$ cat src/rtl/blk_copy_dma_pkg.sv
// rtl/blk_copy_dma_pkg.sv - shared encodings and helpers for the block copy DMA
package blk_copy_dma_pkg;

  localparam logic [1:0] SZ_BYTE    = 2'b00;
  localparam logic [1:0] SZ_HALF    = 2'b01;
  localparam logic [1:0] SZ_WORD    = 2'b10;
  localparam logic [1:0] SZ_ILLEGAL = 2'b11;

  localparam logic [2:0] ST_IDLE  = 3'd0;
  localparam logic [2:0] ST_SETUP = 3'd1;
  localparam logic [2:0] ST_RD    = 3'd2;
  localparam logic [2:0] ST_WR    = 3'd3;
  localparam logic [2:0] ST_DONE  = 3'd4;

  // Byte stride of one element; the illegal size yields 0 and never reaches memory.
  function automatic logic [2:0] size_step(input logic [1:0] sz);
    case (sz)
      SZ_BYTE: return 3'd1;
      SZ_HALF: return 3'd2;
      SZ_WORD: return 3'd4;
      default: return 3'd0;
    endcase
  endfunction

endpackage

$ cat src/rtl/blk_copy_addr_gen.sv
// rtl/blk_copy_addr_gen.sv - source/destination pointers with overlap-safe direction choice
module blk_copy_addr_gen
  import blk_copy_dma_pkg::*;
#(
  parameter int LEN_W  = 16,
  parameter int ADDR_W = 32
) (
  input  logic              clock,
  input  logic              reset_n,
  input  logic              load,
  input  logic              setup,
  input  logic              advance,
  input  logic [0:ADDR_W-1] src_addr,
  input  logic [0:ADDR_W-1] dst_addr,
  input  logic [LEN_W-1:0]  length,
  input  logic [1:0]        size,
  output logic [0:ADDR_W-1] src_ptr,
  output logic [0:ADDR_W-1] dst_ptr
);

  logic              descending;
  logic              overlap;
  logic [0:ADDR_W-1] step;
  logic [0:ADDR_W-1] span;
  logic [0:ADDR_W-1] last_off;

  assign step     = ADDR_W'(size_step(size));
  assign span     = ADDR_W'(length) * step;
  assign last_off = span - step;
  // A destination starting inside the source would clobber unread data going upward.
  assign overlap  = (dst_ptr > src_ptr) && (dst_ptr < src_ptr + span);

  always_ff @(posedge clock or negedge reset_n) begin
    if (!reset_n) begin
      src_ptr    <= '0;
      dst_ptr    <= '0;
      descending <= 1'b0;
    end else if (load) begin
      src_ptr    <= src_addr;
      dst_ptr    <= dst_addr;
      descending <= 1'b0;
    end else if (setup) begin
      descending <= overlap;
      if (overlap) begin
        src_ptr <= src_ptr + last_off;
        dst_ptr <= dst_ptr + last_off;
      end
    end else if (advance) begin
      if (descending) begin
        src_ptr <= src_ptr - step;
        dst_ptr <= dst_ptr - step;
      end else begin
        src_ptr <= src_ptr + step;
        dst_ptr <= dst_ptr + step;
      end
    end
  end

endmodule

$ cat src/rtl/blk_copy_dma.sv
// rtl/blk_copy_dma.sv - block copy initiator sharing the data memory port with the CPU
module blk_copy_dma
  import blk_copy_dma_pkg::*;
#(
  parameter int LEN_W  = 16,
  parameter int ADDR_W = 32
) (
  input  logic              clock,
  input  logic              reset_n,
  input  logic              start,
  input  logic [0:ADDR_W-1] src_addr,
  input  logic [0:ADDR_W-1] dst_addr,
  input  logic [LEN_W-1:0]  length,
  input  logic [1:0]        size,
  input  logic              abort,
  output logic              busy,
  output logic              done,
  output logic              err,
  output logic              aborted,
  output logic [LEN_W-1:0]  count,
  output logic [0:ADDR_W-1] mem_addr,
  output logic [0:31]       mem_wdata,
  output logic              mem_we,
  output logic              mem_byte,
  output logic              mem_half_word,
  output logic              mem_sign_extend,
  input  logic [0:31]       mem_rdata
);

  logic [2:0]        state;
  logic [LEN_W-1:0]  len_r;
  logic [LEN_W-1:0]  count_nxt;
  logic [1:0]        size_r;
  logic [0:31]       wdata_r;
  logic [0:ADDR_W-1] src_ptr;
  logic [0:ADDR_W-1] dst_ptr;
  logic              access;

  blk_copy_addr_gen #(
    .LEN_W  (LEN_W),
    .ADDR_W (ADDR_W)
  ) u_addr_gen (
    .clock    (clock),
    .reset_n  (reset_n),
    .load     ((state == ST_IDLE) && start),
    .setup    (state == ST_SETUP),
    .advance  (state == ST_WR),
    .src_addr (src_addr),
    .dst_addr (dst_addr),
    .length   (len_r),
    .size     (size_r),
    .src_ptr  (src_ptr),
    .dst_ptr  (dst_ptr)
  );

  assign count_nxt = count + LEN_W'(1);

  always_ff @(posedge clock or negedge reset_n) begin
    if (!reset_n) begin
      state   <= ST_IDLE;
      len_r   <= '0;
      size_r  <= SZ_BYTE;
      count   <= '0;
      err     <= 1'b0;
      aborted <= 1'b0;
      wdata_r <= '0;
    end else begin
      case (state)
        ST_IDLE: begin
          if (start) begin
            len_r   <= length;
            size_r  <= size;
            count   <= '0;
            err     <= 1'b0;
            aborted <= 1'b0;
            state   <= ST_SETUP;
          end
        end
        ST_SETUP: begin
          if (size_r == SZ_ILLEGAL) begin
            err   <= 1'b1;
            state <= ST_DONE;
          end else if (abort) begin
            aborted <= 1'b1;
            state   <= ST_DONE;
          end else if (len_r == '0) begin
            state <= ST_DONE;
          end else begin
            state <= ST_RD;
          end
        end
        ST_RD: begin
          wdata_r <= mem_rdata;
          if (abort) begin
            aborted <= 1'b1;
            state   <= ST_DONE;
          end else begin
            state <= ST_WR;
          end
        end
        ST_WR: begin
          // The write issued this cycle has landed, so it counts even when aborting.
          if (count != len_r) count <= count_nxt;
          if (count_nxt == len_r) begin
            state <= ST_DONE;
          end else if (abort) begin
            aborted <= 1'b1;
            state   <= ST_DONE;
          end else begin
            state <= ST_RD;
          end
        end
        ST_DONE: state <= ST_IDLE;
        default: state <= ST_IDLE;
      endcase
    end
  end

  assign access          = (state == ST_RD) || (state == ST_WR);
  assign busy            = (state != ST_IDLE);
  assign done            = (state == ST_DONE);
  assign mem_we          = (state == ST_WR);
  assign mem_byte        = access && (size_r == SZ_BYTE);
  assign mem_half_word   = access && (size_r == SZ_HALF);
  assign mem_sign_extend = 1'b0;
  assign mem_wdata       = wdata_r;
  assign mem_addr        = (state == ST_RD) ? src_ptr :
                           (state == ST_WR) ? dst_ptr : '0;

endmodule

$ cat config.mk
export PLATFORM = sky130hd
export DESIGN_NAME = blk_copy_dma
export DESIGN_NICKNAME = d
export VERILOG_FILES = /design/src/rtl/blk_copy_dma_pkg.sv /design/src/rtl/blk_copy_addr_gen.sv /design/src/rtl/blk_copy_dma.sv
export SDC_FILE = /design/constraint.sdc
export NUM_CORES = 1
export LEC_CHECK = 0
export ABC_AREA = 1
export CORE_UTILIZATION = 54
export CTS_BUF_LIST = sky130_fd_sc_hd__clkbuf_8 sky130_fd_sc_hd__clkbuf_16
export CTS_CLUSTER_DIAMETER = 200
export CTS_CLUSTER_SIZE = 10
export DETAILED_ROUTE_END_ITERATION = 8
export GPL_TIMING_DRIVEN = 0
export PLACE_DENSITY = 0.88
export SYNTH_ARGS = -nofsm -noshare
export SYNTH_HDL_FRONTEND = slang
export SYNTH_SLANG_ARGS = --single-unit
$ cat constraint.sdc
create_clock -name clock -period 14.98 [get_ports clock]
set_input_delay 2.247 -clock clock [delete_from_list [all_inputs] [get_ports clock]]
set_output_delay 2.247 -clock clock [all_outputs]
set_load 0.01 [all_outputs]
==> results of run 1 <==
worst reg2reg max path: cells and delay by family (launching register included):
| family | cells | cell delay, ps |
|---|---|---|
| AND/OR/NAND/NOR | 15 | 2730 |
| adder cells (fa/ha/maj) | 5 | 1810 |
| buffers and inverters | 8 | 1640 |
| AO/OA/AOI/OAI | 3 | 1140 |
| flip-flops | 1 | 430 |
| XOR/XNOR | 1 | 170 |
registers in the layout, indices dropped and copies added (netlist names):
register               cells
len_r                     16
u_addr_gen.dst_ptr        32
size_r                     2
err                        1
mem_wdata                 32
count                     16
u_addr_gen.descending      1
aborted                    1
u_addr_gen.src_ptr        32
state                      3
area by class of cell:
class | instances | area (um^2) | area share [%]
antenna | 1 | 2.50 | 0.0136
buffer | 55 | 225 | 1.22
clock buffer | 17 | 425 | 2.30
clock inverter | 15 | 206 | 1.12
inverter | 271 | 1020 | 5.51
multi-input combinational | 1845 | 10600 | 57.6
sequential | 136 | 3400 | 18.4
tap | 378 | 473 | 2.56
timing repair buffer | 205 | 2070 | 11.2
cells by family after synthesis:
logic type / synth area share, %
xor gates and xnor gates: 5.57
other: 0.0245
muxes: 1.77
DFF: 22.3
adders and majority gates: 16.2
AOI/OAI and AO/OA: 14.9
buffers and inverters: 8.13
and+or+nand+nor: 31.1
synth_stat cells (all sizes together) (16+ instances only):
cell	count	share of area (%)
clkbuf	42	1.0
nor3	29	0.98
xnor2	30	1.7
fa	19	2.5
nand3	107	3.8
a31oi	20	0.82
mux2i	27	1.8
ha	168	14
o21ai	179	5.9
nand4	26	1.1
or2	16	0.67
inv	269	6.6
xor2	65	3.8
dfrtp	136	22
nor2	160	4.2
a21oi	141	4.6
nand2	758	19
worst paths after layout:
path	startpoint	endpoint	cells past startpoint
min in group asynchronous	reset_n	u_addr_gen.dst_ptr[19]	1
max in group asynchronous	reset_n	count[6]	2
setup reg to reg	size_r[0]	u_addr_gen.src_ptr[27]	32
setup / recovery	size_r[0]	u_addr_gen.src_ptr[27]	32
hold reg to reg	mem_wdata[29]	mem_wdata[29]	2
hold / removal	mem_wdata[29]	mem_wdata[29]	2
metrics by stage:
step,hold WS [ps],setup slack (ps),std cells
3_5_place_dp,458,7220,2890
6_report,473,6930,2923
3_3_place_gp,454,5800,2889
2_1_floorplan,481,9140,2307
5_1_grt,507,6520,2923
4_1_cts,475,7170,2922
routing by layer:
| metal | part of all wire [%] | up-vias | global-route usage (%) | wire length [um] |
|---|---|---|---|---|
| met5 | 0.024 | - | 0 | 13 |
| met4 | 5.3 | 2 | 20.8 | 2900 |
| met3 | 9.1 | 181 | 7.19 | 5010 |
| met2 | 44 | 907 | 60.9 | 24200 |
| met1 | 42 | 7814 | 49.7 | 23100 |
| li1 | - | 8037 | - | - |
==> impl_metrics.py, run 1 <==
metrics = {
    "timing": {
        "setup_viol": 0,
        "fin_setup_tns_ps": 0,
        "worst_pin_slew_ps": 1220,
        "slew-limit-headroom_pct": 18.1,
        "min_period_ps": 8050,
        "timing.fmax_mhz": 124,
        "hold_viol": 0,
        "maxSlewViolCount": 0,
        "rsz0062_at_grt": "false",
        "finClkSkew_ps": 15.1,
        "finalCritPeriodShare_pct": 53.8,
    },
    "setup_path": {
        "worst_ep_required_time_ps": 15300,
        "crit_path_start_kind": "flip-flop",
        "max_stage_delay_ps": 500,
        "path_buf_inv": 8,
        "regToRegSetupSlack_ps": 6930,
        "crit_type": "flip-flop to flip-flop",
        "cpMaxStageDelayCell": "o21ai_0",
        "crit_fanout": 10,
        "path_delay_family": "simple AND/OR/NAND/NOR gates",
        "cp_data_arrival_time_ps": 8370,
        "endpoint_kind": "flip-flop",
    },
    "min_path": {
        "hp-class": "flip-flop to flip-flop",
    },
    "floorplan": {
        "die_h_um": 170,
        "ios": 206,
        "initial_utilization_pct": 55.0,
        "rows": 61,
        "core_area_um2": 27800,
        "die-area_um2": 29000,
        "dieWidth_um": 170,
    },
    "final_layout": {
        "nets": 2836,
        "final_common_cell": "nand2_1",
        "area_growth_pct": 20.8,
        "utilization_pct": 66.4,
        "final_cell_mix": "736 x nand2_1, 265 x inv_1, 203 x clkdlybuf4s50_1, 168 x ha_1, 166 x o21ai_0",
        "final_cell_area_um2": 18500,
        "fillers": 2491,
        "post_route_cells_drive_above_1_share_pct": 4.05,
    },
    "routing": {
        "antenna_left": 0,
        "wl_per_cell_um": 18.9,
        "drt_pre_antenna_iters": 8,
        "drt_iter0_drc": 1910,
        "vias_per_cell": 5.80,
        "vias": 16900,
        "drcViolationCount": 0,
        "routed_wl_mm": 55.2,
    },
    "clock_tree": {
        "cts_resized": 0,
        "cts_made_buffers": 17,
        "post-cts-setup-buffers": 0,
        "hold_buffers": 0,
        "clkTransAtPathRegs_ps": 70,
        "cts-root-buf": "clkbuf_16",
        "htreeDepth": 4,
        "insertion_delay_ps": 460,
        "cts.sinks": 136,
        "cts_tree": "yes",
        "cts_buffer_depth": 2,
    },
    "logic_synthesis": {
        "netlist_instances": 2307,
        "avgSynthCellArea_um2": 6.62,
        "synth-seq-cells": 136,
        "yosys_warnings": 0,
        "async_flop_share_pct": 100,
        "ys_seq_area_share_pct": 22.3,
        "synth_area_um2": 15300,
        "synth_nets": 2612,
        "synth_edf_count": 0,
        "yosysUniqueCellTypes": 57,
        "synthFlopType": "dfrtp_1",
    },
    "placement": {
        "hpwlAfterDp_mm": 44.3,
        "postPlaceCellArea_um2": 17800,
        "gp_congestion": 0.995,
        "portBuffers": 204,
    },
    "grt": {
        "grt_pass1_vias": 16000,
        "antenna_found_initial": 2,
        "grt_pass1_wl_mm": 85.6,
        "grt_overflow": 0,
        "grt_max_degree": 81,
        "grt_util_all_layers_pct": 38.5,
    },
    "flow_run": {
        "cap_viol_max_count": 0,
    },
    "status": {
        "status": "complete, no violations",
    },
}
Power of run 1 is not shown: default switching activity piles up to over one toggle a cycle in this logic, so the estimate is an artifact.
==> run 2, diff against run 1 <==
==> constraint.sdc (replaced) <==
create_clock -name clock -period 8.2 [get_ports clock]
set_input_delay 1.23 -clock clock [delete_from_list [all_inputs] [get_ports clock]]
set_output_delay 1.23 -clock clock [all_outputs]
set_load 0.01 [all_outputs]
==> run 2 against run 1 <==
Against the previous run: non-clock buffer count decreased by 1; global-route usage is the same; first-iteration DRC count shrank 6.8%; die area unchanged; worst setup slack lost 6600 ps; via count barely moved; critical path type unchanged.
==> impl_metrics.py, run 2 (synthesis gave the netlist of run 1 again) <==
metrics = {
    "timing": {
        "fin_setup_tns_ps": 0,
        "rsz0062_at_grt": "false",
        "timing.fmax_mhz": 128,
        "slew-limit-headroom_pct": 22.5,
        "hold_viol": 0,
        "setup_viol": 0,
        "maxSlewViolCount": 0,
        "finalCritPeriodShare_pct": 95.5,
        "finClkSkew_ps": 21.0,
        "timing.final.ws_setup_ps": 367,
        "min_period_ps": 7830,
        "worst_pin_slew_ps": 1150,
    },
    "clock_tree": {
        "cts_tree": "yes",
        "cts_made_buffers": 17,
        "insertion_delay_ps": 470,
        "cts-root-buf": "clkbuf_16",
        "htreeDepth": 4,
        "clkTransAtPathRegs_ps": 80,
        "cts.sinks": 136,
        "hold_buffers": 0,
        "post-cts-setup-buffers": 0,
        "cts_buffer_depth": 2,
    },
    "floorplan": {
        "dieWidth_um": 170,
        "die-area_um2": 29000,
        "die_h_um": 170,
        "ios": 206,
        "rows": 61,
        "initial_utilization_pct": 55.0,
        "core_area_um2": 27800,
    },
    "final_layout": {
        "post_route_cells_drive_above_1_share_pct": 4.25,
        "finalNonFillerCells": 2922,
        "nets": 2835,
        "final_cell_mix": "736 x nand2_1, 264 x inv_1, 203 x clkdlybuf4s50_1, 168 x ha_1, 166 x o21ai_0",
        "area_growth_pct": 20.9,
        "final_common_cell": "nand2_1",
    },
    "routing": {
        "wl_per_cell_um": 18.9,
        "vias_per_cell": 5.80,
        "antenna_left": 0,
        "drt_pre_antenna_iters": 8,
        "drt_iter0_drc": 1780,
        "vias": 17000,
        "drcViolationCount": 0,
        "routed_wl_mm": 55.3,
    },
    "setup_path": {
        "crit_type": "flip-flop to flip-flop",
        "worst_ep_required_time_ps": 8520,
        "cp_data_arrival_time_ps": 8160,
        "cpMaxStageDelayCell": "o21ai_0",
        "rr_endpoint": "u_addr_gen.src_ptr[28]",
        "endpoint_kind": "flip-flop",
        "cpMostUsedCell": "nand2_1",
        "r2r-start": "size_r[1]",
        "crit_path_start_kind": "flip-flop",
        "regToRegSetupSlack_ps": 370,
        "r2r_cells": 31,
        "crit_fanout": 10,
        "max_stage_delay_ps": 540,
    },
    "placement": {
        "gp_congestion": 0.995,
        "dpl.cell_count": 2890,
        "post-place-ws_ps": 442,
        "portBuffers": 204,
        "hpwlAfterDp_mm": 44.3,
    },
    "flow_run": {
        "cap_viol_max_count": 0,
    },
    "grt": {
        "grt_max_degree": 81,
        "grt_overflow": 0,
        "busiest_layer": "met2",
        "grt_pass1_vias": 16000,
        "grt_pass1_wl_mm": 85.6,
        "grt.met3_usage_pct": 7.19,
        "met2_usage_pct": 60.9,
        "use_met1_pct": 49.7,
        "antenna_found_initial": 2,
        "grt_util_all_layers_pct": 38.5,
    },
    "min_path": {
        "min_from": "mem_wdata[29]",
        "hold_depth": 2,
        "hp-class": "flip-flop to flip-flop",
        "min_to": "mem_wdata[29]",
    },
    "status": {
        "status": "complete, no violations",
    },
}
[run 2: cell count changes in the layout (fill, tap and decap cells not counted)]
cell | previous run | this run
nor2_1 | 154 | 153
nor2_2 | 1 | 2
clkinvlp_4 | 0 | 1
clkbuf_1 | 41 | 38
clkbuf_2 | 1 | 3
inv_1 | 265 | 264
a31oi_1 | 20 | 19
a31oi_2 | 0 | 1
[run 2: worst max-delay path, delay by kind of cell, from the launching register on]
family / cells / cell delay [ps]
and+or+nand+nor: 15 / 2570
xor gates and xnor gates: 1 / 170
adders and majority gates: 5 / 1780
AOI/OAI and AO/OA: 3 / 1160
DFF: 1 / 480
buffers and inverters: 7 / 1520
[run 2: worst max-delay path by stage]
stage	cells past startpoint	endpoint	slack, ps	startpoint
after floorplan	40	u_addr_gen.src_ptr[29]	2360	size_r[0]
after global placement	1	count[5]	40	reset_n
after detailed placement	32	u_addr_gen.src_ptr[28]	440	size_r[0]
after CTS	32	u_addr_gen.src_ptr[27]	390	size_r[0]
after global routing	35	u_addr_gen.src_ptr[30]	9	size_r[1]
final	31	u_addr_gen.src_ptr[28]	370	size_r[1]
[run 2: metrics by stage]
stage	hold slack [ps]	util [%]	area, um^2
5_1_grt	507	66.5	18500
6_report	474	66.5	18500
4_1_cts	475	66.4	18500
3_3_place_gp	454	64.1	17800
2_1_floorplan	481	-	15300
3_5_place_dp	458	64.2	17800
[run 2: metal layers]
layer  wire length [um]  vias up
met5                 13        -
met4               2810        2
met3               5330      172
met2              24300      950
met1              22900     7795
li1                   -     8034
[run 2: layout make-up]
class,instances,area [um^2]
plain buffers,54,224
clock inverters,15,206
clock buffers,17,425
inverters,271,1020
multi-input cells,1845,10600
flip-flops and latches,136,3400
well taps,378,473
diodes,1,2.50
repair buffers,205,2070
fillers,2489,9310
[run 2: repair_timing]
item | in CTS | in global routing
resized for setup | 0 | 7
hold endpoints to repair | 0 | 0
endpoints found under the setup margin | 0 | 55
Power of run 2 is left out for the same reason.
